File: src/rtl/controle_pagamento.sv
// Purpose: vending-machine payment sequencer: collects coins against a latched price, requests release, pays greedy change.
// Latency: state and outputs update one cycle after the sampled input; a change coin needs at least two cycles per request.
// Backpressure: liberaProduto/ejetaMoeda stay high until liberaPronto/trocoPronto is sampled; acks without a request are ignored.
module controle_pagamento #(
  parameter int LARGURA_VALOR  = 8,
  parameter int TIMEOUT_CICLOS = 1000,
  parameter int MOEDA_A        = 25,
  parameter int MOEDA_B        = 10,
  parameter int MOEDA_C        = 5
) (
  input  logic                     clk,
  input  logic                     rst,
  input  logic                     iniciar,
  input  logic [LARGURA_VALOR-1:0] preco,
  input  logic                     moedaValida,
  input  logic [LARGURA_VALOR-1:0] valorMoeda,
  input  logic                     cancelar,
  input  logic                     liberaPronto,
  input  logic                     trocoPronto,
  output logic                     OK,
  output logic [LARGURA_VALOR-1:0] credito,
  output logic                     liberaProduto,
  output logic                     ejetaMoeda,
  output logic [1:0]               moedaTroco,
  output logic                     erro,
  output logic [2:0]               estado
);

  localparam int TW = $clog2(TIMEOUT_CICLOS + 1);
  localparam logic [LARGURA_VALOR-1:0] VA = LARGURA_VALOR'(MOEDA_A);
  localparam logic [LARGURA_VALOR-1:0] VB = LARGURA_VALOR'(MOEDA_B);
  localparam logic [LARGURA_VALOR-1:0] VC = LARGURA_VALOR'(MOEDA_C);

  typedef enum logic [2:0] {
    OCIOSO = 3'd0,
    COLETA = 3'd1,
    LIBERA = 3'd2,
    TROCO  = 3'd3,
    FIM    = 3'd4
  } estado_t;

  estado_t                  estado_q;
  logic [LARGURA_VALOR-1:0] preco_q;
  logic [LARGURA_VALOR-1:0] credito_q;
  logic [LARGURA_VALOR-1:0] restante_q;
  logic [TW-1:0]            timer_q;
  logic                     ok_q;
  logic                     erro_q;
  logic                     libera_q;
  logic                     ejeta_q;
  logic [1:0]               moeda_q;

  logic [LARGURA_VALOR:0]   soma;
  logic                     aceita;
  logic [LARGURA_VALOR-1:0] credito_d;
  logic [1:0]               moeda_d;
  logic [LARGURA_VALOR-1:0] valor_ejetado;

  // Coin acceptance (overflow rejects the coin), greedy denomination pick and value of the coin being ejected
  always_comb begin
    soma      = {1'b0, credito_q} + {1'b0, valorMoeda};
    aceita    = moedaValida && !soma[LARGURA_VALOR];
    credito_d = aceita ? soma[LARGURA_VALOR-1:0] : credito_q;

    moeda_d = 2'd2;
    if (restante_q >= VA) begin
      moeda_d = 2'd0;
    end else if (restante_q >= VB) begin
      moeda_d = 2'd1;
    end

    case (moeda_q)
      2'd0:    valor_ejetado = VA;
      2'd1:    valor_ejetado = VB;
      default: valor_ejetado = VC;
    endcase
  end

  // Transaction FSM with all outputs registered; OK and erro default low so they only ever pulse
  always_ff @(posedge clk) begin
    if (rst) begin
      estado_q   <= OCIOSO;
      preco_q    <= '0;
      credito_q  <= '0;
      restante_q <= '0;
      timer_q    <= '0;
      ok_q       <= 1'b0;
      erro_q     <= 1'b0;
      libera_q   <= 1'b0;
      ejeta_q    <= 1'b0;
      moeda_q    <= 2'd0;
    end else begin
      ok_q   <= 1'b0;
      erro_q <= 1'b0;
      case (estado_q)
        OCIOSO: begin
          if (iniciar) begin
            preco_q   <= preco;
            timer_q   <= '0;
            credito_q <= '0;
            if (preco == '0) begin
              estado_q <= LIBERA;
              libera_q <= 1'b1;
            end else begin
              estado_q <= COLETA;
            end
          end
        end
        COLETA: begin
          // A coin is taken even in the cycle the exit is decided; it ends up in the change or refund
          credito_q <= credito_d;
          if (moedaValida && !aceita) begin
            erro_q <= 1'b1;
          end
          timer_q <= aceita ? '0 : timer_q + TW'(1);
          if (credito_q >= preco_q) begin
            estado_q <= LIBERA;
            libera_q <= 1'b1;
          end else if (cancelar || (timer_q == TW'(TIMEOUT_CICLOS))) begin
            restante_q <= credito_d;
            estado_q   <= TROCO;
          end
        end
        LIBERA: begin
          if (liberaPronto) begin
            libera_q   <= 1'b0;
            restante_q <= credito_q - preco_q;
            estado_q   <= TROCO;
          end
        end
        TROCO: begin
          if (ejeta_q) begin
            if (trocoPronto) begin
              ejeta_q    <= 1'b0;
              restante_q <= restante_q - valor_ejetado;
            end
          end else if (restante_q == '0) begin
            estado_q  <= FIM;
            ok_q      <= 1'b1;
            credito_q <= '0;
          end else if (restante_q < VC) begin
            // Remainder below the smallest coin cannot be paid out
            erro_q     <= 1'b1;
            estado_q   <= FIM;
            ok_q       <= 1'b1;
            credito_q  <= '0;
            restante_q <= '0;
          end else begin
            ejeta_q <= 1'b1;
            moeda_q <= moeda_d;
          end
        end
        FIM: begin
          credito_q  <= '0;
          restante_q <= '0;
          estado_q   <= OCIOSO;
        end
        default: begin
          estado_q <= OCIOSO;
        end
      endcase
    end
  end

  assign OK            = ok_q;
  assign credito       = credito_q;
  assign liberaProduto = libera_q;
  assign ejetaMoeda    = ejeta_q;
  assign moedaTroco    = moeda_q;
  assign erro          = erro_q;
  assign estado        = estado_q;

endmodule

File: config.mk
export PLATFORM = sky130hd
export DESIGN_NAME = controle_pagamento
export DESIGN_NICKNAME = d
export VERILOG_FILES = /design/src/rtl/controle_pagamento.sv
export SDC_FILE = /design/constraint.sdc
export NUM_CORES = 1
export LEC_CHECK = 0
export CAP_MARGIN = 10
export CORE_MARGIN = 2
export CORE_UTILIZATION = 43
export CTS_CLUSTER_DIAMETER = 50
export DETAILED_ROUTE_END_ITERATION = 10
export PLACE_DENSITY = 0.73
export REMOVE_ABC_BUFFERS = 1
export SLEW_MARGIN = 15
export SYNTH_ARGS = -nofsm -noshare
export SYNTH_HDL_FRONTEND = slang
export SYNTH_SLANG_ARGS = --single-unit
export TNS_END_PERCENT = 20
File: constraint.sdc
create_clock -name clk -period 5.76 [get_ports clk]
set_clock_uncertainty 0.05 [all_clocks]
set_input_delay 1.152 -clock clk [delete_from_list [all_inputs] [get_ports clk]]
set_output_delay 1.152 -clock clk [all_outputs]
set_load 0.05 [all_outputs]
==> Word level (Yosys, flattened, before mapping) <==
Cells that the tools add are included.
{ "classes": {"add_sub_neg": 4, "mux": 43, "n_reduce_logical": 21, "bitwise": 4, "order_cmp": 4, "n_eq_ne": 18} }
{ "op_table": {"columns": ["operator", "n"], "rows": [
  ["8-bit two-way mux", 11],
  ["8-bit one-hot mux with 4 select lines", 2],
  ["3-bit two-way mux", 7],
  ["10-bit two-way mux", 2],
  ["10-bit one-hot mux with 2 select lines", 1],
  ["8-bit logical NOT", 2],
  ["8-bit subtractor", 2],
  ["3-bit inequality test, second input constant", 5],
  ["2-bit inequality test, second input constant", 7],
  ["1-bit two-way mux", 13],
  ["3-bit one-hot mux with 4 select lines", 1],
  ["10-bit by 1-bit adder with 10-bit output, second input constant", 1],
  ["10-bit == test, second input constant", 1],
  ["5-bit one-hot mux with 2 select lines", 1],
  ["5-bit AND reduction", 2],
  ["8-bit by 8-bit adder with 9-bit output", 1],
  ["8-bit by 4-bit >= comparator with 1-bit output, second input constant", 1],
  ["8-bit by 5-bit >= comparator with 1-bit output, second input constant", 1],
  ["8-bit >= comparator", 1],
  ["8-bit by 3-bit less-than comparator with 1-bit output, second input constant", 1],
  ["4-bit AND reduction", 2],
  ["4-bit nonzero test", 2],
  ["7-bit AND reduction", 1],
  ["3-bit by 2-bit == test with 1-bit output, second input constant", 2],
  ["other kinds (16)", 24]
]} }
{ "word_totals": {"in_bits": 23, "output_inout_bits": 17, "reg_bits": 43} }

==> Depth between registers and ports, before layout <==
Gate-level depths: netlist of run 1.
{ "depth": {"ltp_word": 7, "depth_mapped": 11, "depth_no_buf": 11} }

==> Worst setup path before layout of run 1 <==
OpenSTA, ideal clock, no wires.
{ "synth_path": {"path_kind": "input to register", "startpoint": "input port valorMoeda[0]", "endpoint": "register timer_q[9]", "setup_time_ps": 91, "t_arrival_ps": 3019, "t_required_ps": 5619, "slack_ps": 2600, "path_stages": 10, "path_cell_list": "ha_1 -> inv_1 -> fa_1 -> nand2b_1 -> a211oi_2 -> nor3_4 -> buf_4 -> nor4_1 -> nor2_1 -> a311oi_1"} }
{ "synth_between": {"elab_chain_cells": 5} }
{ "synth_rtl": {"columns": ["element", "line_no", "rtl"], "rows": [
  ["start, declared", "16", "input logic [LARGURA_VALOR-1:0] valorMoeda,"],
  ["8-bit by 8-bit adder with 9-bit output", "61", "soma = {1'b0, credito_q} + {1'b0, valorMoeda};"],
  ["1-bit logical NOT", "62", "aceita = moedaValida && !soma[LARGURA_VALOR];"],
  ["1-bit logical AND", "62", null],
  ["10-bit two-way mux", "115", "timer_q <= aceita ? '0 : timer_q + TW'(1);"],
  ["10-bit one-hot mux with 2 select lines", "95", "case (estado_q)"],
  ["end signal, assigned", "115", null],
  ["end, declared", "46", "logic [TW-1:0] timer_q;"]
]} }
Every way passes these cells.
A chain may end at the register's enable or synchronous reset.

==> Final worst setup path of run 1 <==
{ "layout_path": {"startpoint": "input port valorMoeda[0]", "endpoint": "register timer_q[7]"} }
The elaborated chain is that of the path after synthesis.

==> results_tabular.tex, run 1 <==
\begin{tabular}{lr}
\hline
Metric & Value \\
\hline
\multicolumn{2}{l}{\textbf{Flow run}} \\
\quad Max-cap violation count & 0 \\
\multicolumn{2}{l}{\textbf{Status}} \\
\quad Run status & finished, final reports clean \\
\multicolumn{2}{l}{\textbf{Logic synthesis}} \\
\quad Number of flops mapped to enable cells by yosys & 0 \\
\quad Number of distinct standard cells referenced by the synthesized netlist & slightly below 70 \\
\quad Share of flip-flops with an asynchronous set or reset & 0 \\
\quad Avg Synthesized Cell Area & 8.13 um\^{}2 \\
\quad Area of the mapped netlist & approximately 3200 um\^{}2 \\
\quad Synth top area share & 0.269 \\
\quad Proportion of synthesized chip area in sequential cells & 0.269 \\
\quad Number of instances in the synthesized netlist & $\sim$390 \\
\quad Number of flip-flops and latches in the synthesized netlist & 43 \\
\quad Largest area contributor in the netlist & sky130\_fd\_sc\_hd\_\_dfxtp\_1 \\
\quad Main synth FF type & sky130\_fd\_sc\_hd\_\_dfxtp\_1 \\
\quad Dominant cells by area after synthesis & sky130\_fd\_sc\_hd\_\_dfxtp\_1 (27\%), sky130\_fd\_sc\_hd\_\_ha\_1 (9.0\%), sky130\_fd\_sc\_hd\_\_a21oi\_1 (5.6\%), sky130\_fd\_sc\_hd\_\_nand2\_1 (4.5\%), sky130\_fd\_sc\_hd\_\_a22o\_1 (3.6\%) \\
\quad Number of warning messages in the yosys log & 0 \\
\multicolumn{2}{l}{\textbf{Power}} \\
\quad Relative contribution of combinational cells to total power & 0.441 \\
\quad Switching share of total power & 0.399 \\
\quad Clock Power Share & 0.238 \\
\quad Power density cells & about 320 nW/um\^{}2 \\
\quad Leakage power figure & $\sim$1.5 nW \\
\quad Cell-internal power & between 0.0007 and 0.0008 W \\
\quad Total design power & between 0.001 and 0.0015 W \\
\quad Power share of the sequential group & 0.322 \\
\quad Worst voltage drop across the vdd grid & about 140 uV \\
\quad Net switching component of the power & 0.000479 W \\
\multicolumn{2}{l}{\textbf{Cells and area}} \\
\quad Number of nets in the finished design & roughly 480 \\
\quad Most common cell after layout, fill and taps aside & sky130\_fd\_sc\_hd\_\_dfxtp\_1 \\
\quad Sequential cell area & roughly 860 um\^{}2 \\
\quad Proportion of layout cells with a drive suffix above 1 & 0.0445 \\
\quad Post-layout util & 0.526 \\
\quad Growth of design area from synthesis to finish & 18.5\% \\
\quad Non-filler instance count after layout & $\sim$530 \\
\quad Total inserted antenna cells & 0 \\
\quad Area occupied by multi-input gates & 2200 um\^{}2 \\
\quad Total of fill cells in the finished design & 728 \\
\quad Most frequent cells in the layout & sky130\_fd\_sc\_hd\_\_dfxtp\_1 (43), sky130\_fd\_sc\_hd\_\_clkdlybuf4s50\_1 (39), sky130\_fd\_sc\_hd\_\_nand2\_1 (38) \\
\multicolumn{2}{l}{\textbf{Clock tree}} \\
\quad Inserted Clock Buffers & 5 \\
\quad Htree depth & 2 \\
\quad \# clock sinks & 43 \\
\quad Post-CTS setup buffers & 0 \\
\quad CTS tree & built \\
\quad Post-CTS resize count & 0 \\
\quad Library cell used as clock root buffer & sky130\_fd\_sc\_hd\_\_clkbuf\_8 \\
\quad Clock input transition at the sequential cells of the worst setup and hold paths & $\sim$90 ps \\
\quad Insertion delay of the later-clocked pin in the worst-skew pair & $\sim$300 ps \\
\quad Post-cts hold buffer count & 0 \\
\quad Max clock buf depth & 2 \\
\multicolumn{2}{l}{\textbf{Drt}} \\
\quad Count of unresolved DRC violations after routing & 0 \\
\quad Post-detailed-route count of antenna-violating nets & 0 \\
\quad Routed vias & just over 3000 \\
\quad Detailed router's first-iteration violation count & 178 \\
\quad Via/cell ratio & $\sim$5.9 \\
\quad Detail-routed net length per standard cell & about 16 um \\
\quad Total wire length after detailed routing & just over 8000 um \\
\quad Drt first pass iters & 4 \\
\multicolumn{2}{l}{\textbf{Timing}} \\
\quad Transition time at the pin with the least slew margin & about 770 ps \\
\quad Setup\_tns & 0 ps \\
\quad Minimum hold slack & slightly above 400 ps \\
\quad Tightest slew margin relative to the limit & 0.489 \\
\quad Max-slew violation count & 0 \\
\quad RSZ-0062 raised after global routing & no \\
\quad Maximum clock rate & approximately 250 MHz \\
\quad Final critical-path share of the clock period & 0.686 \\
\quad Setup violation total in the final timing report & 0 \\
\quad Number of hold violations in the final report & 0 \\
\quad Crit path time final & 3950 ps \\
\multicolumn{2}{l}{\textbf{Worst setup path}} \\
\quad Startpoint of the lowest-slack register-to-register path & credito[0] \\
\quad Cell depth of the worst flop-to-flop path & 9 \\
\quad Category of the worst setup path launch point & input pin \\
\quad Maximum fanout along the worst path & 17 \\
\quad Worst setup slack for register-to-register paths & 2650 ps \\
\quad Class of the most critical setup path & in2reg \\
\quad Worst EP required & 5930 ps \\
\quad Setup crit end kind & flop \\
\quad Capturing point of the worst reg2reg path & timer\_q[7] \\
\quad Endpoint arrival time on the critical path & 4120 ps \\
\multicolumn{2}{l}{\textbf{Global route}} \\
\quad Antenna violations before repair & 0 \\
\quad Maximum number of pins on one net before global-route repair & 32 \\
\quad Global-route wire length before repair & about 14000 um \\
\quad Global router's overall resource usage & 0.205 \\
\quad Vias in the first global route & approximately 2900 \\
\quad Residual overflow from global routing & 0 \\
\multicolumn{2}{l}{\textbf{Die}} \\
\quad Core area & roughly 7200 um\^{}2 \\
\quad DIE WIDTH & about 90 um \\
\quad I/O pin count & 40 \\
\quad Height of the die & 90.3 um \\
\quad Number of rows created at floorplan & 31 \\
\quad Die area & slightly above 8000 um\^{}2 \\
\quad Initial Utilization & 0.444 \\
\multicolumn{2}{l}{\textbf{Min path}} \\
\quad Hold Path Class & reg2reg \\
\quad Beginning of the worst hold path & preco\_q[2] \\
\quad Hold Path End & preco\_q[2] \\
\quad Hold-critical path depth & 2 \\
\multicolumn{2}{l}{\textbf{Placed design}} \\
\quad Port buffer count & 39 \\
\quad Sum of net half-perimeters after detailed placement & between 6000 and 7000 um \\
\quad Cell Count Post-Placement & 518 \\
\quad Global placement routability congestion & 0.924 \\
\hline
\end{tabular}
## metrics by stage
stage | cell area, um^2 | setup slack, ps
CTS | 3790 | 1820
detailed placement | 3660 | 1510
global placement | 3660 | 1610
global route | 3790 | 1610
floorplan | 3140 | 2410
finish | 3790 | 1810
## logic make-up (layout without fill, tap and decap cells)
family,Yosys count,after routing,share of synthesized area
buf+inv,35,68,0.0441
compound gates,127,127,0.280
fa+ha+maj,26,26,0.109
mux,10,10,0.0313
flops,43,43,0.269
xor+xnor,12,12,0.0328
simple gates,141,141,0.235
## how the worst max path moves through the flow
stage	startpoint	end	slack, ps	depth (start not counted)
2_1_floorplan	valorMoeda[0]	timer_q[9]	2410	9
3_3_place_gp	valorMoeda[0]	timer_q[7]	1610	10
3_5_place_dp	valorMoeda[0]	timer_q[7]	1510	10
4_1_cts	valorMoeda[0]	timer_q[7]	1820	10
5_1_grt	valorMoeda[0]	timer_q[9]	1610	10
6_report	valorMoeda[0]	timer_q[7]	1810	10
## critical path, cell delays in order
cell and delay [ps]:
sky130_fd_sc_hd__clkdlybuf4s50_1 480, sky130_fd_sc_hd__ha_1 170, sky130_fd_sc_hd__inv_1 60, sky130_fd_sc_hd__fa_1 400
sky130_fd_sc_hd__nand2b_1 220, sky130_fd_sc_hd__a211oi_2 390, sky130_fd_sc_hd__nor3_4 190, sky130_fd_sc_hd__nor2_1 570
sky130_fd_sc_hd__a41oi_1 200, sky130_fd_sc_hd__a311oi_1 270
## cell usage after synthesis, types with 3 or more instances
| library cell | number |
|---|---|
| sky130_fd_sc_hd__nor2b_1 | 7 |
| sky130_fd_sc_hd__inv_1 | 20 |
| sky130_fd_sc_hd__clkbuf_1 | 9 |
| sky130_fd_sc_hd__nor3_1 | 10 |
| sky130_fd_sc_hd__o21a_1 | 4 |
| sky130_fd_sc_hd__a211oi_1 | 6 |
| sky130_fd_sc_hd__nand2_1 | 38 |
| sky130_fd_sc_hd__a21oi_1 | 36 |
| sky130_fd_sc_hd__a22o_1 | 13 |
| sky130_fd_sc_hd__or3_1 | 5 |
| sky130_fd_sc_hd__xnor2_1 | 5 |
| sky130_fd_sc_hd__and3_1 | 7 |
| sky130_fd_sc_hd__o21bai_1 | 4 |
| sky130_fd_sc_hd__nand2b_1 | 12 |
| sky130_fd_sc_hd__a311oi_1 | 8 |
| sky130_fd_sc_hd__xor2_1 | 7 |
| sky130_fd_sc_hd__o21ai_0 | 17 |
| sky130_fd_sc_hd__nand3_1 | 9 |
| sky130_fd_sc_hd__a31oi_1 | 3 |
| sky130_fd_sc_hd__fa_1 | 3 |
| sky130_fd_sc_hd__a21o_1 | 5 |
| sky130_fd_sc_hd__ha_1 | 23 |
| sky130_fd_sc_hd__nand4_1 | 5 |
| sky130_fd_sc_hd__a32o_1 | 4 |
| sky130_fd_sc_hd__nor4_1 | 4 |
| sky130_fd_sc_hd__dfxtp_1 | 43 |
| sky130_fd_sc_hd__mux2i_1 | 10 |
| sky130_fd_sc_hd__nor2_1 | 27 |
## power groups by stage
stage	logic, W	clock network [W]	registers [W]
6_report	0.000529	0.000286	0.000386
5_1_grt	0.000581	0.000300	0.000394
4_1_cts	0.000525	0.000287	0.000385
3_5_place_dp	0.000521	0	0.000392
3_3_place_gp	0.000512	0	0.000391
2_1_floorplan	0.000351	0	0.000417
## area by class of cell
cell class	count	share of cell area
Inverter	20	0.0198
Multi-Input combinational cell	316	0.580
Timing Repair Buffer	40	0.105
Clock inverter	3	0.0178
Sequential cell	43	0.227
Clock buffer	5	0.0181
Tap cell	99	0.0326
## per-layer routing
metal	vias to the layer above	part of all wire	track usage
li1	1543	-	-
met1	1436	0.46	0.281
met2	95	0.47	0.338
met3	16	0.048	0.0309
met4	0	0.018	0.0513
met5	-	0	0
## sequential cells by signal, indices dropped and copies added, names as in the netlist
register / cells
OK: 1
credito: 8
ejetaMoeda: 1
erro: 1
estado: 3
liberaProduto: 1
moedaTroco: 2
preco_q: 8
restante_q: 8
timer_q: 10
Note: power is estimated with default switching activity, not from simulation.
==> run 2, diff against run 1 <==
==> constraint.sdc (replaced) <==
create_clock -name clk -period 4.1 [get_ports clk]
set_clock_uncertainty 0.05 [all_clocks]
set_input_delay 0.82 -clock clk [delete_from_list [all_inputs] [get_ports clk]]
set_output_delay 0.82 -clock clk [all_outputs]
set_load 0.05 [all_outputs]
==> run 2 against run 1 <==
  * Via count is 0.94% higher
  * Routed wire length up 0.83%
  * Sequential power increased by 38%
  * Hold slack improved by 0.59 ps
  * Largest power group unchanged
  * Die area is the same
  * Register-to-register slack got worse by 1500 ps
  * First-iteration DRC count grew 22%
  * Clock power decreased by 5%
  * Sequential share of layout area up 0.23 points
  * Core utilization is 0.52 points lower
  * Clock-buffer cell count unchanged
==> results_tabular.tex, run 2 (synthesized netlist as in run 1, its figures left out) <==
\begin{tabular}{lr}
\hline
Metric & Value \\
\hline
\multicolumn{2}{l}{\textbf{Worst setup path}} \\
\quad Class of the most critical setup path & in2reg \\
\quad Worst EP required & around 4300 ps \\
\quad Setup crit end kind & flop \\
\quad Category of the worst setup path launch point & input pin \\
\quad Maximum fanout along the worst path & 8 \\
\quad Endpoint arrival time on the critical path & around 3500 ps \\
\multicolumn{2}{l}{\textbf{Global route}} \\
\quad Maximum number of pins on one net before global-route repair & 25 \\
\quad Global router's overall resource usage & 0.207 \\
\quad Vias in the first global route & about 2900 \\
\quad Antenna violations before repair & 0 \\
\quad Residual overflow from global routing & 0 \\
\quad Global-route wire length before repair & about 14000 um \\
\multicolumn{2}{l}{\textbf{Cells and area}} \\
\quad Register bank with the most flops & timer\_q \\
\quad Total inserted antenna cells & 0 \\
\quad Final cell area excluding filler cells & $\sim$3800 um\^{}2 \\
\quad Most common cell after layout, fill and taps aside & sky130\_fd\_sc\_hd\_\_dfxtp\_1 \\
\quad Number of nets in the finished design & around 480 \\
\quad Max reg flops & 10 \\
\quad Proportion of layout cells with a drive suffix above 1 & 0.0490 \\
\quad Post-layout util & 0.521 \\
\quad Non-filler instance count after layout & around 530 \\
\quad Growth of design area from synthesis to finish & 17.3\% \\
\quad Most frequent cells in the layout & sky130\_fd\_sc\_hd\_\_dfxtp\_1 (43), sky130\_fd\_sc\_hd\_\_clkdlybuf4s50\_1 (39), sky130\_fd\_sc\_hd\_\_nand2\_1 (38) \\
\multicolumn{2}{l}{\textbf{Power}} \\
\quad Cell-internal power & just under 0.0009 W \\
\quad Power share of the sequential group & 0.340 \\
\quad Net switching component of the power & 0.000670 W \\
\quad Clock Power Share & 0.174 \\
\quad Power density cells & roughly 420 nW/um\^{}2 \\
\quad Switching share of total power & 0.429 \\
\quad Relative contribution of combinational cells to total power & 0.486 \\
\quad Leakage power figure & between 1 and 1.5 nW \\
\quad Worst voltage drop across the vdd grid & a little under 200 uV \\
\multicolumn{2}{l}{\textbf{Clock tree}} \\
\quad Inserted Clock Buffers & 5 \\
\quad CTS tree & built \\
\quad \# clock sinks & 43 \\
\quad Insertion delay of the later-clocked pin in the worst-skew pair & around 300 ps \\
\quad Htree depth & 2 \\
\quad Post-CTS setup buffers & 0 \\
\quad Clock input transition at the sequential cells of the worst setup and hold paths & approximately 80 ps \\
\quad Max clock buf depth & 2 \\
\quad Library cell used as clock root buffer & sky130\_fd\_sc\_hd\_\_clkbuf\_8 \\
\quad Post-CTS resize count & 0 \\
\quad Post-cts hold buffer count & 0 \\
\multicolumn{2}{l}{\textbf{Flow run}} \\
\quad Max-cap violation count & 0 \\
\multicolumn{2}{l}{\textbf{Timing}} \\
\quad Tightest slew margin relative to the limit & 0.439 \\
\quad Maximum clock rate & 304 MHz \\
\quad Max-slew violation count & 0 \\
\quad Setup\_tns & 0 ps \\
\quad Transition time at the pin with the least slew margin & about 840 ps \\
\quad Final critical-path share of the clock period & 0.804 \\
\quad Number of hold violations in the final report & 0 \\
\quad Setup violation total in the final timing report & 0 \\
\quad RSZ-0062 raised after global routing & no \\
\quad Crit path time final & approximately 3300 ps \\
\multicolumn{2}{l}{\textbf{Die}} \\
\quad I/O pin count & 40 \\
\quad Initial Utilization & 0.444 \\
\quad DIE WIDTH & roughly 90 um \\
\quad Number of rows created at floorplan & 31 \\
\quad Height of the die & 90.3 um \\
\quad Die area & between 8000 and 9000 um\^{}2 \\
\quad Core area & about 7000 um\^{}2 \\
\multicolumn{2}{l}{\textbf{Drt}} \\
\quad Total wire length after detailed routing & $\sim$8300 um \\
\quad Routed vias & about 3100 \\
\quad Detailed router's first-iteration violation count & 217 \\
\quad Count of unresolved DRC violations after routing & 0 \\
\quad Via/cell ratio & between 5 and 6 \\
\quad Post-detailed-route count of antenna-violating nets & 0 \\
\quad Detail-routed net length per standard cell & 15.7 um \\
\quad Drt first pass iters & 5 \\
\multicolumn{2}{l}{\textbf{Status}} \\
\quad Run status & finished, final reports clean \\
\multicolumn{2}{l}{\textbf{Min path}} \\
\quad Hold Path Class & reg2reg \\
\multicolumn{2}{l}{\textbf{Placed design}} \\
\quad Global placement routability congestion & slightly below 0.9 \\
\quad Sum of net half-perimeters after detailed placement & 6350 um \\
\quad Port buffer count & 39 \\
\quad Cell Count Post-Placement & 520 \\
\quad Placed cell areas & between 3000 and 4000 um\^{}2 \\
\hline
\end{tabular}
==> run 2: cell type report <==
class	instances	area (um^2)
multi-input combinational	316	2200
tap	99	124
fill	707	3460
clock inverter	3	15.0
sequential	43	861
clock buffer	5	68.8
timing repair buffer	42	413
inverter	20	75.1
==> run 2: worst paths after layout <==
| kind | from | endpoint | slack [ps] | cells after the start |
|---|---|---|---|---|
| hold / removal | preco_q[5] | preco_q[5] | 410 | 2 |
| hold reg to reg | preco_q[5] | preco_q[5] | 410 | 2 |
| setup reg to reg | credito[0] | restante_q[0] | 1120 | 9 |
| setup / recovery | valorMoeda[0] | credito[1] | 810 | 9 |
==> run 2: worst max-delay path, stage by stage <==
cell	delay [ps]
sky130_fd_sc_hd__clkdlybuf4s50_1	480
sky130_fd_sc_hd__ha_1	170
sky130_fd_sc_hd__inv_1	50
sky130_fd_sc_hd__fa_1	390
sky130_fd_sc_hd__nand2b_1	210
sky130_fd_sc_hd__a211oi_2	380
sky130_fd_sc_hd__o41ai_1	150
sky130_fd_sc_hd__a221oi_2	580
sky130_fd_sc_hd__a22o_1	240
==> run 2: metrics by stage <==
step / setup WS, ps / total power (W) / hold slack (ps)
after floorplan: 1080 / 0.00108 / 380
after global placement: 597 / 0.00127 / 394
after detailed placement: 526 / 0.00129 / 399
after CTS: 824 / 0.00156 / 411
after global routing: 615 / 0.00167 / 432
final: 806 / 0.00156 / 408
==> run 2: power groups by stage <==
stage	logic (W)	registers, W	clock network (W)
after floorplan	0.000493	0.000586	0
after global placement	0.000737	0.000537	0
after detailed placement	0.000748	0.000540	0
after CTS	0.000752	0.000530	0.000276
after global routing	0.000836	0.000539	0.000295
final	0.000759	0.000531	0.000272
==> run 2: layer usage <==
metal | track usage | routed length (um)
met1 | 0.276 | 3760
met4 | 0.0718 | 184
met3 | 0.0409 | 562
met2 | 0.333 | 3780
met5 | 0 | 0
